<file path="config.mk">
export PLATFORM = sky130hd
export DESIGN_NAME = vga_video_out
export DESIGN_NICKNAME = d
export VERILOG_FILES = /design/src/rtl/vga_video_out.sv
export SDC_FILE = /design/constraint.sdc
export NUM_CORES = 1
export LEC_CHECK = 0
export CAP_MARGIN = 20
export CORE_AREA = 8 8 165 167
export CTS_CLUSTER_DIAMETER = 200
export DETAILED_ROUTE_END_ITERATION = 12
export DIE_AREA = 0 0 173 175
export DONT_BUFFER_PORTS = 1
export HOLD_SLACK_MARGIN = 0.05
export SLEW_MARGIN = 20
export SYNTH_ARGS = -nofsm -noshare
export SYNTH_HDL_FRONTEND = slang
export SYNTH_SLANG_ARGS = --single-unit
</file>
<file path="constraint.sdc">
create_clock -name i_clk -period 1.73 [get_ports i_clk]
set_input_delay 0.2595 -clock i_clk [delete_from_list [all_inputs] [get_ports i_clk]]
set_output_delay 0.2595 -clock i_clk [all_outputs]
set_load 0.1 [all_outputs]
</file>
<file path="src/rtl/vga_video_out.sv">
// Parametrised VGA output stage: programmable H/V timing, early pixel read requests,
// and realignment of sync/video/coordinates with fixed-latency source pixel data.
module vga_video_out #(
    parameter int unsigned  H_ACTIVE = 640,
    parameter int unsigned  H_FP     = 16,
    parameter int unsigned  H_SYNC   = 96,
    parameter int unsigned  H_BP     = 48,
    parameter int unsigned  V_ACTIVE = 480,
    parameter int unsigned  V_FP     = 10,
    parameter int unsigned  V_SYNC   = 2,
    parameter int unsigned  V_BP     = 33,
    parameter bit           HS_POL   = 1'b0,
    parameter bit           VS_POL   = 1'b0,
    parameter int unsigned  COLOR_W  = 4,
    parameter int unsigned  RD_LAT   = 2,
    localparam int unsigned H_TOTAL  = H_ACTIVE + H_FP + H_SYNC + H_BP,
    localparam int unsigned V_TOTAL  = V_ACTIVE + V_FP + V_SYNC + V_BP,
    localparam int unsigned XW       = $clog2(H_TOTAL),
    localparam int unsigned YW       = $clog2(V_TOTAL),
    localparam int unsigned PW       = 3 * COLOR_W
) (
    input  logic               i_clk,
    input  logic               i_rst,
    input  logic               i_en,
    input  logic [1:0]         i_mode,
    input  logic [PW-1:0]      i_solid,
    input  logic [PW-1:0]      i_pixel_data,
    output logic               o_rd_en,
    output logic [XW-1:0]      o_rd_x,
    output logic [YW-1:0]      o_rd_y,
    output logic [XW-1:0]      o_VGA_x,
    output logic [YW-1:0]      o_VGA_y,
    output logic               o_VGA_hsync,
    output logic               o_VGA_vsync,
    output logic               o_VGA_video,
    output logic [COLOR_W-1:0] o_VGA_red,
    output logic [COLOR_W-1:0] o_VGA_green,
    output logic [COLOR_W-1:0] o_VGA_blue,
    output logic               o_frame_start
);

    localparam logic [XW-1:0] H_ACT_X  = XW'(H_ACTIVE);
    localparam logic [XW-1:0] H_LAST   = XW'(H_TOTAL - 1);
    localparam logic [XW-1:0] HS_FIRST = XW'(H_ACTIVE + H_FP);
    localparam logic [XW-1:0] HS_LAST  = XW'(H_ACTIVE + H_FP + H_SYNC - 1);
    localparam logic [YW-1:0] V_ACT_Y  = YW'(V_ACTIVE);
    localparam logic [YW-1:0] V_LAST   = YW'(V_TOTAL - 1);
    localparam logic [YW-1:0] VS_FIRST = YW'(V_ACTIVE + V_FP);
    localparam logic [YW-1:0] VS_LAST  = YW'(V_ACTIVE + V_FP + V_SYNC - 1);
    localparam int unsigned   BAR_W    = H_ACTIVE / 8;

    // One pixel's worth of side-band information travelling alongside the read.
    typedef struct packed {
        logic          video;
        logic          hs;
        logic          vs;
        logic          fs;
        logic [XW-1:0] x;
        logic [YW-1:0] y;
        logic [1:0]    mode;
        logic [PW-1:0] solid;
    } side_t;

    logic [XW-1:0] h_q, h_d;
    logic [YW-1:0] v_q, v_d;
    logic [1:0]    mode_q, mode_d;
    logic [PW-1:0] solid_q, solid_d;
    side_t         side_d;
    side_t         dl_q [RD_LAT+1];
    side_t         out_s;

    logic          hs_q, hs_d;
    logic          vs_q, vs_d;
    logic          video_q, video_d;
    logic          fs_q, fs_d;
    logic [XW-1:0] x_q, x_d;
    logic [YW-1:0] y_q, y_d;
    logic [PW-1:0] rgb_q, rgb_d;

    logic [2:0]    bar;
    logic [PW-1:0] bar_rgb;
    logic          x_b5;
    logic          y_b5;

    // Stage 0: timing counters, mode latch at frame origin, side-band decode.
    always_comb begin
        h_d     = '0;
        v_d     = '0;
        mode_d  = mode_q;
        solid_d = solid_q;
        side_d  = '0;
        if (i_en) begin
            if ((h_q == '0) && (v_q == '0)) begin
                mode_d  = i_mode;
                solid_d = i_solid;
            end
            side_d.video = (h_q < H_ACT_X) && (v_q < V_ACT_Y);
            side_d.hs    = (h_q >= HS_FIRST) && (h_q <= HS_LAST);
            side_d.vs    = (v_q >= VS_FIRST) && (v_q <= VS_LAST);
            side_d.fs    = (h_q == '0) && (v_q == '0);
            side_d.x     = h_q;
            side_d.y     = v_q;
            side_d.mode  = mode_d;
            side_d.solid = solid_d;
            if (h_q == H_LAST) begin
                h_d = '0;
                v_d = (v_q == V_LAST) ? '0 : v_q + YW'(1);
            end else begin
                h_d = h_q + XW'(1);
                v_d = v_q;
            end
        end
    end

    assign out_s = dl_q[RD_LAT];

    generate
        if (XW > 5) begin : g_xb
            assign x_b5 = out_s.x[5];
        end else begin : g_xn
            assign x_b5 = 1'b0;
        end
        if (YW > 5) begin : g_yb
            assign y_b5 = out_s.y[5];
        end else begin : g_yn
            assign y_b5 = 1'b0;
        end
    endgenerate

    // Colour-bar index from threshold comparators; bar order encodes RGB as inverted bits.
    always_comb begin
        bar = '0;
        for (int k = 1; k < 8; k++) begin
            if (out_s.x >= XW'(k * int'(BAR_W))) begin
                bar = 3'(k);
            end
        end
        bar_rgb = {{COLOR_W{~bar[1]}}, {COLOR_W{~bar[2]}}, {COLOR_W{~bar[0]}}};
    end

    // Output stage: pattern select and blanking, aligned with returned source data.
    always_comb begin
        hs_d    = out_s.hs ? HS_POL : ~HS_POL;
        vs_d    = out_s.vs ? VS_POL : ~VS_POL;
        video_d = out_s.video;
        fs_d    = out_s.fs;
        x_d     = out_s.x;
        y_d     = out_s.y;
        case (out_s.mode)
            2'd0:    rgb_d = i_pixel_data;
            2'd1:    rgb_d = bar_rgb;
            2'd2:    rgb_d = {PW{~(x_b5 ^ y_b5)}};
            default: rgb_d = out_s.solid;
        endcase
        if (!out_s.video) begin
            rgb_d = '0;
        end
    end

    always_ff @(posedge i_clk) begin
        if (i_rst) begin
            h_q     <= '0;
            v_q     <= '0;
            mode_q  <= '0;
            solid_q <= '0;
            for (int i = 0; i <= int'(RD_LAT); i++) begin
                dl_q[i] <= '0;
            end
            hs_q    <= ~HS_POL;
            vs_q    <= ~VS_POL;
            video_q <= 1'b0;
            fs_q    <= 1'b0;
            x_q     <= '0;
            y_q     <= '0;
            rgb_q   <= '0;
        end else begin
            h_q     <= h_d;
            v_q     <= v_d;
            mode_q  <= mode_d;
            solid_q <= solid_d;
            dl_q[0] <= side_d;
            for (int i = 1; i <= int'(RD_LAT); i++) begin
                dl_q[i] <= dl_q[i-1];
            end
            hs_q    <= hs_d;
            vs_q    <= vs_d;
            video_q <= video_d;
            fs_q    <= fs_d;
            x_q     <= x_d;
            y_q     <= y_d;
            rgb_q   <= rgb_d;
        end
    end

    assign o_rd_en       = dl_q[0].video;
    assign o_rd_x        = dl_q[0].x;
    assign o_rd_y        = dl_q[0].y;
    assign o_VGA_x       = x_q;
    assign o_VGA_y       = y_q;
    assign o_VGA_hsync   = hs_q;
    assign o_VGA_vsync   = vs_q;
    assign o_VGA_video   = video_q;
    assign o_VGA_red     = rgb_q[3*COLOR_W-1:2*COLOR_W];
    assign o_VGA_green   = rgb_q[2*COLOR_W-1:COLOR_W];
    assign o_VGA_blue    = rgb_q[COLOR_W-1:0];
    assign o_frame_start = fs_q;

endmodule

</file>
==> run summary <==
- Layout Cells excl Fill: 1121
- placeable core region: 24700 um2
- Synth-to-Final Area Change: 47.2%
- depth of the worst register-to-register path: 9
- required arrival time at the worst endpoint: 2.09 ns
- TritonCTS Buffers: 17
- met2 routed WL: 7.23 mm
- number of instances in the placed design: 961
- global-route wire length before repair: 22.2 mm
- number of enable flip-flop cells after synthesis: 0
- die span in y: 175 um
- failing checks: negative hold slack, negative setup slack
- ratio of total power to cell area: 934 nW/um2
- number of nets in the finished design: 812
- Cells after Synth: 594
- proportion of power drawn by flip-flops and latches: 51.8%
- GRT overflow: 0
- Fill cells: 2426
- syn_nets: 627
- number of sinks on the clock net: 184
- synthesized flop and latch total: 184
- clock latency reported for the late side of the worst-skew pair: 0.42 ns
- endpoint with the worst hold slack: solid_q[11]
- leading cell types in the layout, fill and taps excluded: dfxtp_1, dlygate4sd3_1, nor2b_1
- overall global routing resource usage: 9.03%
- P_int: 6.50 mW
- worst setup path category: reg2reg
- Top Ports: 86
- TritonCTS clock tree: built
- Clock Pin Slew Worst Setup and Hold Paths: 0.07 ns
- total half-perimeter wirelength after legalization and detailed placement: 8.93 mm
- number of nets with antenna violations after routing: 0
- most used flip-flop cell after synthesis: dfxtp_1
- kind of start point of the critical path: flip-flop
- Layout Skew: 0.0113 ns
- number of cells on the worst hold path: 2
- post-detailed-route via-to-cell ratio: 4.08
- mean area per synthesized cell: 10.2 um2
- Distinct cells, synth: 45
- MaxCap Viol Count: 0
- post-placement cell area: 6890 um2
- starting density of the core: 24.6%
- biggest fanout along the worst timing path: 5
- final total power: 8.34 mW
- number of violations reported at the end of detailed-routing iteration 0: 151
- reg2reg start: h_q[0]
- Total Die Area: 30300 um2
- startpoint of the lowest-slack hold path: i_en
- netlist area before placement: 6070 um2
- number of H-tree levels: 4
- Worst Tran Pin Value: 0.485 ns
- number of failing setup endpoints in the final timing report: 28
- fraction of the mapped netlist area in compound gates: 6.16%
- via count of the first global-routing pass: 4495
- Hold WS: -0.0252 ns
- Synth Area in Adders: 0.989%
- Finished Core Util: 36.2%
- combinational cell fraction of total power: 4.9%
- proportion of synthesized area in mux cells: 0%
- net switching component of the power: 1.84 mW
- proportion of power drawn by the clock network: 43.3%
- most common cell after layout, fill and taps aside: dfxtp_1
- yosys warns: 0
- Setup crit end kind: flip-flop
- endpoint of the lowest-slack register-to-register path: mode_q[0]
- status: complete, but fails checks
- maximum number of pins on one net before global-route repair: 117
- class of the tightest hold or removal check: in2reg
- unrepaired setup endpoints after global routing: yes
- largest family of logic cells by synthesized area: simple AND/OR/NAND/NOR gates
- row cnt: 58
- Leakage Power: 3.82 nW
- switching share of total power: 22.0%
- post-synthesis simple-gate area fraction: 24.4%
- drt pass-1 iters: 4
- number of vias in the routed layout: 4575
- post-synthesis sequential area ratio: 60.7%
- buffers from clock root to sink, at most: 2
- worst-case setup slack after placement: -0.157 ns
- share of the synthesized netlist area taken by xor and xnor gates: 2.31%
- M1 WL: 5.44 mm
- Avg WL per Cell: 12.4 um
- slack of the critical path: -0.196 ns
- Residual DRC: 0
- clock root buffer master: clkbuf_16
- final clock period utilization by the worst path: 111%
- register-to-register setup slack: -0.20 ns
- critical path data arrival time: 2.28 ns
- fraction of synthesis flops using an asynchronous set or reset pin: 0%
- initial antenna violation count: 2
- share of final-layout standard cells stronger than drive strength 1: 20.6%
- Die X: 173 um
- relative slew slack: 67.5%
- fmax: 0.519 GHz
- Total Wirelength: 13.9 mm
- time the final worst path needs with I/O delays and setup: 1.93 ns
- count of input and output buffers: 0
- final hold violation count: 10
- Pins Over Slew Limit: 0
- final RePlAce weighted congestion: 0.808
- amount of wire on met3 after detailed routing: 625 um
- maximum ir drop on the vdd rail: 0.000658 V
- uppermost layer routed: met5
- area of all placed cells without fillers: 8940 um2
-- stage by stage --
step | setup TNS [ns] | hold WS [ns]
final | -3.68 | -0.0252
after global routing | -6.29 | -0.0656
after CTS | -3.55 | -0.0685
after detailed placement | -2.92 | 0.344
after global placement | -1.97 | 0.342
after floorplan | -0.450 | 0.356
-- power groups by stage --
stage | Sequential, mW | Combinational [mW] | Clock [mW]
after floorplan | 4.45 | 0.194 | 0
after global placement | 4.41 | 0.234 | 0
after detailed placement | 4.42 | 0.239 | 0
after CTS | 4.32 | 0.351 | 3.71
after global routing | 4.32 | 0.440 | 3.89
final | 4.32 | 0.412 | 3.61
-- worst max-delay path by stage --
stage	startpoint	endpoint	slack, ns
after global routing	h_q[0]	solid_q[6]	-0.26
after CTS	h_q[0]	solid_q[1]	-0.16
final	h_q[0]	mode_q[0]	-0.20
after floorplan	h_q[0]	mode_q[0]	-0.03
after detailed placement	h_q[0]	dl_q[0][2]	-0.16
after global placement	h_q[0]	dl_q[0][2]	-0.13
-- area by class of cell --
class / count / area, um2 / area share, %
Sequential cell: 184 / 3690 / 41.3
Multi-Input combinational cell: 348 / 2170 / 24.2
Timing Repair Buffer: 221 / 2090 / 23.4
Clock buffer: 18 / 429 / 4.80
Tap cell: 330 / 413 / 4.62
Clock inverter: 12 / 121 / 1.36
Inverter: 7 / 26.3 / 0.294
Antenna cell: 1 / 2.50 / 0.0280
-- critical path, stage by stage, from the launching register on --
cell	delay, ns
dfxtp_2	0.32
inv_2	0.05
ha_1	0.13
or4b_4	0.46
nor4_4	0.18
and2_4	0.24
buf_12	0.12
clkbuf_16	0.13
nand3_2	0.09
a21oi_2	0.13
-- per-layer routing --
layer | vias to the layer above | track usage [%]
met5 | - | 0
li1 | 2304 | -
met4 | 2 | 5.82
met3 | 35 | 2.59
met1 | 2136 | 9.12
met2 | 98 | 16.2
-- logic make-up after synthesis --
group / Yosys count
AOI/OAI and AO/OA: 61
xor gates and xnor gates: 16
adders and majority gates: 5
buffers and inverters: 62
DFF: 184
and+or+nand+nor: 266
-- registers in the layout, indices dropped and copies added (netlist names) --
signal and cells:
v_q 10, o_VGA_video 1, o_VGA_vsync 1, dl_q 114
h_q 10, rgb_q 12, o_frame_start 1, solid_q 12
mode_q 2, o_VGA_hsync 1, o_VGA_x 10, o_VGA_y 10
-- what timing repair did --
item,in CTS,in global routing
gates cloned,2,3
gates resized for setup,12,34
pin swaps,0,3
hold buffers,116,4
endpoints found under the hold margin,134,18
endpoints found under the setup margin,38,52
setup buffers,4,0
-- Yosys cell counts (4+ instances only) --
| cell type | number | area (um2) |
|---|---|---|
| o32a_1 | 4 | 40.0 |
| xor2_1 | 8 | 70.1 |
| nor3_1 | 7 | 35.0 |
| xnor2_1 | 8 | 70.1 |
| o21ai_0 | 17 | 85.1 |
| ha_1 | 4 | 50.1 |
| nand2_1 | 40 | 150 |
| nand2b_1 | 6 | 37.5 |
| clkbuf_1 | 27 | 101 |
| a22oi_1 | 8 | 60.1 |
| a21oi_1 | 24 | 120 |
| and3_1 | 8 | 50.1 |
| nor2_1 | 29 | 109 |
| nor2b_1 | 98 | 613 |
| nand4_1 | 5 | 31.3 |
| buf_4 | 22 | 165 |
| inv_1 | 7 | 26.3 |
| nand3_1 | 37 | 185 |
| dfxtp_1 | 184 | 3680 |
| nor4_1 | 4 | 25.0 |
| and2_1 | 19 | 119 |
Power figures use the tool's default switching activity.
